<file path="src/rtl/dsi_rx_pkg.sv">
// Shared types and helpers for the DSI receive packet layer:
// state encoding, header ECC columns, long-DT lookup and CRC-16 byte step.
package dsi_rx_pkg;

    typedef enum logic [2:0] {
        S_IDLE,
        S_HDR,
        S_PAYLOAD,
        S_CRC0,
        S_CRC1,
        S_DISCARD
    } state_t;

    localparam logic [15:0] CRC_INIT      = 16'hFFFF;
    localparam logic [15:0] CRC_POLY_REFL = 16'h8408;

    // Parity-bit pattern (P5..P0) contributed by each header data bit D23..D0.
    localparam logic [23:0][5:0] ECC_COL = {
        6'h3B, 6'h37, 6'h2F, 6'h1F, 6'h38, 6'h34, 6'h32, 6'h31,
        6'h2C, 6'h2A, 6'h29, 6'h26, 6'h25, 6'h23, 6'h1C, 6'h1A,
        6'h19, 6'h16, 6'h15, 6'h13, 6'h0E, 6'h0D, 6'h0B, 6'h07
    };

    function automatic logic [5:0] ecc_calc(input logic [23:0] d);
        logic [5:0] e;
        e = '0;
        for (int i = 0; i < 24; i++) begin
            if (d[i]) e = e ^ ECC_COL[i];
        end
        return e;
    endfunction

    function automatic logic is_long_dt(input logic [5:0] dt);
        return dt inside {6'h09, 6'h19, 6'h29, 6'h39,
                          6'h0C, 6'h1C, 6'h2C, 6'h3C,
                          6'h0E, 6'h1E, 6'h2E, 6'h3E};
    endfunction

    // Reflected CCITT, one byte, LSB first.
    function automatic logic [15:0] crc_step(input logic [15:0] crc,
                                             input logic [7:0]  b);
        logic [15:0] c;
        c = crc;
        for (int i = 0; i < 8; i++) begin
            if (c[0] ^ b[i]) c = (c >> 1) ^ CRC_POLY_REFL;
            else             c = c >> 1;
        end
        return c;
    endfunction

endpackage

</file>
<file path="src/rtl/dsi_rx_packet_parser_ecc.sv">
// dsi_ecc_correct: combinational DSI header Hamming check/correct.
// Ports: data(24), ecc(8) in; fixed(24), corrected, error out.
module dsi_ecc_correct
    import dsi_rx_pkg::*;
(
    input  logic [23:0] data,
    input  logic [7:0]  ecc,
    output logic [23:0] fixed,
    output logic        corrected,
    output logic        error
);

    logic [5:0] syn;
    logic       hit;
    logic       one_bit;
    logic       unused_ecc_hi;

    // Bits 7:6 of the ECC byte are reserved and do not enter the syndrome.
    assign unused_ecc_hi = ^ecc[7:6];

    always_comb begin
        syn   = ecc_calc(data) ^ ecc[5:0];
        fixed = data;
        hit   = 1'b0;
        for (int i = 0; i < 24; i++) begin
            if (syn == ECC_COL[i]) begin
                fixed[i] = ~data[i];
                hit      = 1'b1;
            end
        end
        // A lone syndrome bit means the flip hit the ECC field itself.
        one_bit   = (syn != 6'd0) && ((syn & (syn - 6'd1)) == 6'd0);
        corrected = hit | one_bit;
        error     = (syn != 6'd0) && !hit && !one_bit;
    end

endmodule

</file>
<file path="src/rtl/dsi_rx_packet_parser.sv">
// DSI RX packet layer: header capture/ECC correct, payload stream, CRC-16 check.
// Ports: clk, reset_n, rx_* byte stream in; hdr_*, ecc_*, pl_*, pkt_done/errors out.
module dsi_rx_packet_parser #(
    parameter bit ACCEPT_ZERO_CRC = 1'b1
) (
    input  logic        clk,
    input  logic        reset_n,
    input  logic [7:0]  rx_data,
    input  logic        rx_valid,
    input  logic        rx_sop,
    input  logic        rx_eot,
    output logic        hdr_valid,
    output logic [7:0]  hdr_di,
    output logic [15:0] hdr_wc,
    output logic        hdr_long,
    output logic        ecc_corrected,
    output logic        ecc_error,
    output logic [7:0]  pl_data,
    output logic        pl_valid,
    output logic        pl_last,
    output logic        pkt_done,
    output logic        crc_error,
    output logic        len_error
);
    import dsi_rx_pkg::*;

    state_t      state, state_n;
    logic [1:0]  hcnt, hcnt_n;
    logic [7:0]  b0, b0_n, b1, b1_n, b2, b2_n;
    logic [15:0] wc_cnt, wc_n;
    logic [15:0] crc, crc_n;
    logic [7:0]  crc_lo, crc_lo_n;
    logic [7:0]  hdr_di_n, pl_data_n;
    logic [15:0] hdr_wc_n, rx_crc;
    logic        hdr_long_n, hdr_valid_n, ecc_corr_n, ecc_err_n;
    logic        pl_valid_n, pl_last_n, pkt_done_n, crc_err_n, len_err_n;
    logic        start;
    logic [23:0] fix;
    logic        fix_corr, fix_err;

    dsi_ecc_correct u_ecc (
        .data      ({b2, b1, b0}),
        .ecc       (rx_data),
        .fixed     (fix),
        .corrected (fix_corr),
        .error     (fix_err)
    );

    assign rx_crc = {rx_data, crc_lo};

    always_comb begin
        state_n     = state;
        hcnt_n      = hcnt;
        b0_n        = b0;
        b1_n        = b1;
        b2_n        = b2;
        wc_n        = wc_cnt;
        crc_n       = crc;
        crc_lo_n    = crc_lo;
        hdr_di_n    = hdr_di;
        hdr_wc_n    = hdr_wc;
        hdr_long_n  = hdr_long;
        pl_data_n   = pl_data;
        hdr_valid_n = 1'b0;
        ecc_corr_n  = 1'b0;
        ecc_err_n   = 1'b0;
        pl_valid_n  = 1'b0;
        pl_last_n   = 1'b0;
        pkt_done_n  = 1'b0;
        crc_err_n   = 1'b0;
        len_err_n   = 1'b0;
        start       = 1'b0;

        if (rx_eot) begin
            if (state inside {S_HDR, S_PAYLOAD, S_CRC0, S_CRC1}) begin
                pkt_done_n = 1'b1;
                len_err_n  = 1'b1;
            end
            state_n = S_IDLE;
        end else if (rx_valid) begin
            if (rx_sop && state != S_IDLE) begin
                // Restart: abort any open packet; DISCARD already reported.
                if (state != S_DISCARD) begin
                    pkt_done_n = 1'b1;
                    len_err_n  = 1'b1;
                end
                start = 1'b1;
            end else begin
                unique case (state)
                    S_IDLE: start = 1'b1;
                    S_HDR: begin
                        if (hcnt == 2'd1) begin
                            b1_n   = rx_data;
                            hcnt_n = 2'd2;
                        end else if (hcnt == 2'd2) begin
                            b2_n   = rx_data;
                            hcnt_n = 2'd3;
                        end else begin
                            hdr_valid_n = 1'b1;
                            hdr_di_n    = fix[7:0];
                            hdr_wc_n    = fix[23:8];
                            hdr_long_n  = is_long_dt(fix[5:0]);
                            ecc_corr_n  = fix_corr;
                            ecc_err_n   = fix_err;
                            wc_n        = fix[23:8];
                            if (fix_err) begin
                                state_n = S_DISCARD;
                            end else if (is_long_dt(fix[5:0])) begin
                                state_n = (fix[23:8] == 16'd0) ? S_CRC0
                                                               : S_PAYLOAD;
                            end else begin
                                pkt_done_n = 1'b1;
                                state_n    = S_IDLE;
                            end
                        end
                    end
                    S_PAYLOAD: begin
                        pl_data_n  = rx_data;
                        pl_valid_n = 1'b1;
                        crc_n      = crc_step(crc, rx_data);
                        wc_n       = wc_cnt - 16'd1;
                        if (wc_cnt == 16'd1) begin
                            pl_last_n = 1'b1;
                            state_n   = S_CRC0;
                        end
                    end
                    S_CRC0: begin
                        crc_lo_n = rx_data;
                        state_n  = S_CRC1;
                    end
                    S_CRC1: begin
                        crc_err_n  = (rx_crc != crc) &&
                                     !(ACCEPT_ZERO_CRC && rx_crc == 16'd0);
                        pkt_done_n = 1'b1;
                        state_n    = S_IDLE;
                    end
                    S_DISCARD: ;
                    default: state_n = S_IDLE;
                endcase
            end

            if (start) begin
                b0_n    = rx_data;
                hcnt_n  = 2'd1;
                crc_n   = CRC_INIT;
                state_n = S_HDR;
            end
        end
    end

    always_ff @(posedge clk or negedge reset_n) begin
        if (!reset_n) begin
            state <= S_IDLE;
        end else begin
            state <= state_n;
        end
    end

    always_ff @(posedge clk or negedge reset_n) begin
        if (!reset_n) begin
            hcnt          <= 2'd0;
            b0            <= 8'd0;
            b1            <= 8'd0;
            b2            <= 8'd0;
            wc_cnt        <= 16'd0;
            crc           <= CRC_INIT;
            crc_lo        <= 8'd0;
            hdr_valid     <= 1'b0;
            hdr_di        <= 8'd0;
            hdr_wc        <= 16'd0;
            hdr_long      <= 1'b0;
            ecc_corrected <= 1'b0;
            ecc_error     <= 1'b0;
            pl_data       <= 8'd0;
            pl_valid      <= 1'b0;
            pl_last       <= 1'b0;
            pkt_done      <= 1'b0;
            crc_error     <= 1'b0;
            len_error     <= 1'b0;
        end else begin
            hcnt          <= hcnt_n;
            b0            <= b0_n;
            b1            <= b1_n;
            b2            <= b2_n;
            wc_cnt        <= wc_n;
            crc           <= crc_n;
            crc_lo        <= crc_lo_n;
            hdr_valid     <= hdr_valid_n;
            hdr_di        <= hdr_di_n;
            hdr_wc        <= hdr_wc_n;
            hdr_long      <= hdr_long_n;
            ecc_corrected <= ecc_corr_n;
            ecc_error     <= ecc_err_n;
            pl_data       <= pl_data_n;
            pl_valid      <= pl_valid_n;
            pl_last       <= pl_last_n;
            pkt_done      <= pkt_done_n;
            crc_error     <= crc_err_n;
            len_error     <= len_err_n;
        end
    end

endmodule

</file>
<file path="config.mk">
export PLATFORM = sky130hd
export DESIGN_NAME = dsi_rx_packet_parser
export DESIGN_NICKNAME = d
export VERILOG_FILES = /design/src/rtl/dsi_rx_pkg.sv /design/src/rtl/dsi_rx_packet_parser_ecc.sv /design/src/rtl/dsi_rx_packet_parser.sv
export SDC_FILE = /design/constraint.sdc
export NUM_CORES = 1
export LEC_CHECK = 0
export CAP_MARGIN = 30
export CORE_MARGIN = 3
export CORE_UTILIZATION = 25
export CTS_CLUSTER_DIAMETER = 120
export DETAILED_ROUTE_END_ITERATION = 7
export PLACE_DENSITY_LB_ADDON = 0.2
export RECOVER_POWER = 100
export SYNTH_ARGS = -nofsm -noshare
export SYNTH_HDL_FRONTEND = slang
export SYNTH_SLANG_ARGS = --single-unit
</file>
<file path="constraint.sdc">
create_clock -name clk -period 3.05 [get_ports clk]
set_input_delay 0.7625 -clock clk [delete_from_list [all_inputs] [get_ports clk]]
set_output_delay 0.7625 -clock clk [all_outputs]
set_load 0.01 [all_outputs]
</file>
==> metrics.txt <==
status=finished with violations; violations in the final reports=max-capacitance violations, max-slew violations, negative setup slack; syn avg cell area=between 10 and 15 µm²; Setup crit end kind=flop; Synth Register Bits=110; Synth Warn #=0; FF+latch area=around 2800 µm²; Crit path arrival time=~3400 ps; drt pass-1 iters=4; TritonCTS clock tree=built; vias per inst=between 4 and 5; clk_lat worst skew=360 ps; most common cell after layout, fill and taps aside=buf_4; Clock Skew=12.2 ps; worst min-delay path class=reg2reg; Synth async-reset ratio=100%; Final ANT Viol Nets=0; hold endpoint=hdr_wc[10]$_DFFE_PN0P_; Cell variety after synth=roughly 60; CP Max Fanout=7; NumNets Final=a little under 800; DR vias=~5,200; FF-to-FF Start=b0[3]$_DFFE_PN0P_; layout cells sized above 1=around a third; register area share after synthesis=between 40 and 50%; Ports=54; Hold Path Stages=2; initial antenna violation count=0; fin area=8850 µm²; Synth Cell Area=between 6000 and 7000 µm²; Synth top area share=36.5%; number of fill cells=2,528; critical path class=reg2reg; global route total overflow=0; count of input and output buffers=53; GRT Total Usage=around 14%; RSZ-0062 raised after global routing=yes; Clock Tree Buf Depth=2; FF-to-FF setup slack=-140 ps; final wirelength=approximately 19,000 µm; Critical R2R Capture=pkt_done$_DFF_PN0_; Most used DFF post-synth=dfrtp_1; startpoint types=flop; Reg2Reg Depth=9; CTS Sinks=110; hold path startpoint=hdr_wc[10]$_DFFE_PN0P_; # hold bufs at CTS=0; Die Span Y=167 µm; Iteration-0 DRC Markers=270; Syn Inst Count=approximately 620; # diodes=0; worst slew pin tran=a little over 2000 ps; first-pass GRT wire length=roughly 31,000 µm; CTS Buf Count=9; Final setup viols=4; vias in the first global route=~5,400; wire length per cell=approximately 17 µm; Synth area leaders=dfrtp_1, xnor2_1, mux2_2; period utilization=104%; largest net degree at the start of global routing=45; CP Data Required Time=3300 ps; Die X=167 µm; Post-synth EDFFs=0; footprint of the multi-input gates=between 3000 and 4000 µm²; final setup margin=-135 ps; Area after DPL=roughly 8100 µm²; syn_nets=about 640; FMAX=314 MHz; # H-tree levels=3; Hold Vio Cnt, Final=0; core box area=roughly 25,000 µm²; Core Rows=58; Root Buffer=clkbuf_16; Clock transition at path regs=80 ps; hpwl dp=between 10,000 and 15,000 µm; most frequent cells in the layout=buf_4, dfrtp_1, xnor2_1; Synth area leader=dfrtp_1; min Tclk post-route=roughly 3200 ps; # DRC=0; final slew viol count=34; Initial Utilization=25.5%; Final GP Congestion=approximately 0.86; die area=about 28,000 µm²; slew margin rel.=-35.5%; max-cap viol count=1; layout overhead on the synthesized area=37.4%
[how the worst max path moves through the flow]
| stage | start | endpoint | cells after the start |
|---|---|---|---|
| floorplan | rx_data[4] | state[0]$_DFFE_PN0P_ | 11 |
| global placement | rx_data[5] | state[0]$_DFFE_PN0P_ | 12 |
| detailed placement | rx_data[5] | state[0]$_DFFE_PN0P_ | 12 |
| CTS | b2[4]$_DFFE_PN0P_ | state[0]$_DFFE_PN0P_ | 10 |
| global route | b0[3]$_DFFE_PN0P_ | state[0]$_DFFE_PN0P_ | 10 |
| finish | b0[3]$_DFFE_PN0P_ | pkt_done$_DFF_PN0_ | 9 |
[Yosys cell counts, types with 2 or more instances]
master,number
nand4_1,9
o22ai_1,4
nand2_2,2
mux2i_1,2
o211ai_1,3
xor3_2,2
inv_1,9
nor3_1,38
buf_2,2
ha_1,4
clkbuf_1,25
nand2b_1,9
nor4_1,7
nand3_1,5
dfrtp_1,94
a21o_1,3
mux2_2,47
o22a_1,6
buf_6,2
xnor3_2,4
xnor2_1,80
o21ai_0,39
a32o_1,3
xnor3_4,2
dfstp_2,16
nor2_1,40
xor3_4,2
nand3b_1,3
nor2b_1,4
xnor3_1,7
nor4b_1,3
a21oi_1,35
xor2_1,20
o221ai_1,4
or3_1,5
nand2_1,52
a22oi_1,2
[logic make-up (layout without fill, tap and decap cells)]
kind of cell	after synthesis	in the layout	synth area share [%]
xor+xnor	118	118	20.2
simple gates	185	185	14.1
compound gates	110	110	10.3
fa+ha+maj	5	5	0.932
buf+inv	41	204	2.82
flops	110	110	43.0
mux	49	49	8.53
[critical path, stage by stage (launching register included)]
cell,delay (ps)
dfrtp_1,400
xnor3_1,410
xnor3_4,530
xor3_4,400
nand2_4,190
nor3_2,70
xor2_1,180
or3_1,410
a21o_4,260
a31o_2,230
[sequential cells by signal (all words and copies together), names as in the netlist, 2 cells and up]
| signal | flops |
|---|---|
| hdr_wc | 16 |
| crc_lo | 8 |
| hcnt | 2 |
| hdr_di | 8 |
| state | 3 |
| b1 | 8 |
| b2 | 8 |
| crc | 16 |
| wc_cnt | 16 |
| b0 | 8 |
| pl_data | 8 |
[through the flow]
| stage | cells | setup TNS [ps] | setup WS, ps | util, % | hold WS [ps] |
|---|---|---|---|---|---|
| 4_1_cts | 1107 | -129 | -66.6 | 34.3 | 386 |
| 3_5_place_dp | 1077 | -9220 | -574 | 32.1 | 471 |
| 3_3_place_gp | 1077 | -8550 | -603 | 32.1 | 459 |
| 6_report | 1111 | -328 | -135 | 35.0 | 478 |
| 2_1_floorplan | 618 | -28.8 | -28.8 | - | 467 |
| 5_1_grt | 1111 | -3630 | -213 | 35.0 | 504 |
[final cells by class]
cell class | count | area share (%)
tap | 330 | 4.67
sequential | 110 | 31.3
clock inverter | 6 | 0.566
clock buffer | 10 | 2.83
timing repair buffer | 178 | 16.6
inverter | 10 | 0.424
multi-input combinational | 467 | 43.6
[timing repair]
item / in CTS / in global routing
pin swaps: 23 / 15
gates resized for setup: 38 / 34
endpoints found under the setup margin: 14 / 12
buffers inserted: 14 / 5
cloned: 0 / 0
[per-layer routing]
metal	up-vias	GRT usage (%)	part of all wire, %
met3	14	2.25	3.5
met2	100	22.3	47
met5	-	0	0
met4	0	3.44	1.2
li1	2483	-	-
met1	2597	19.9	48
Power is not shown: default switching activity piles up to over one toggle a cycle in this logic, so the estimate is an artifact.
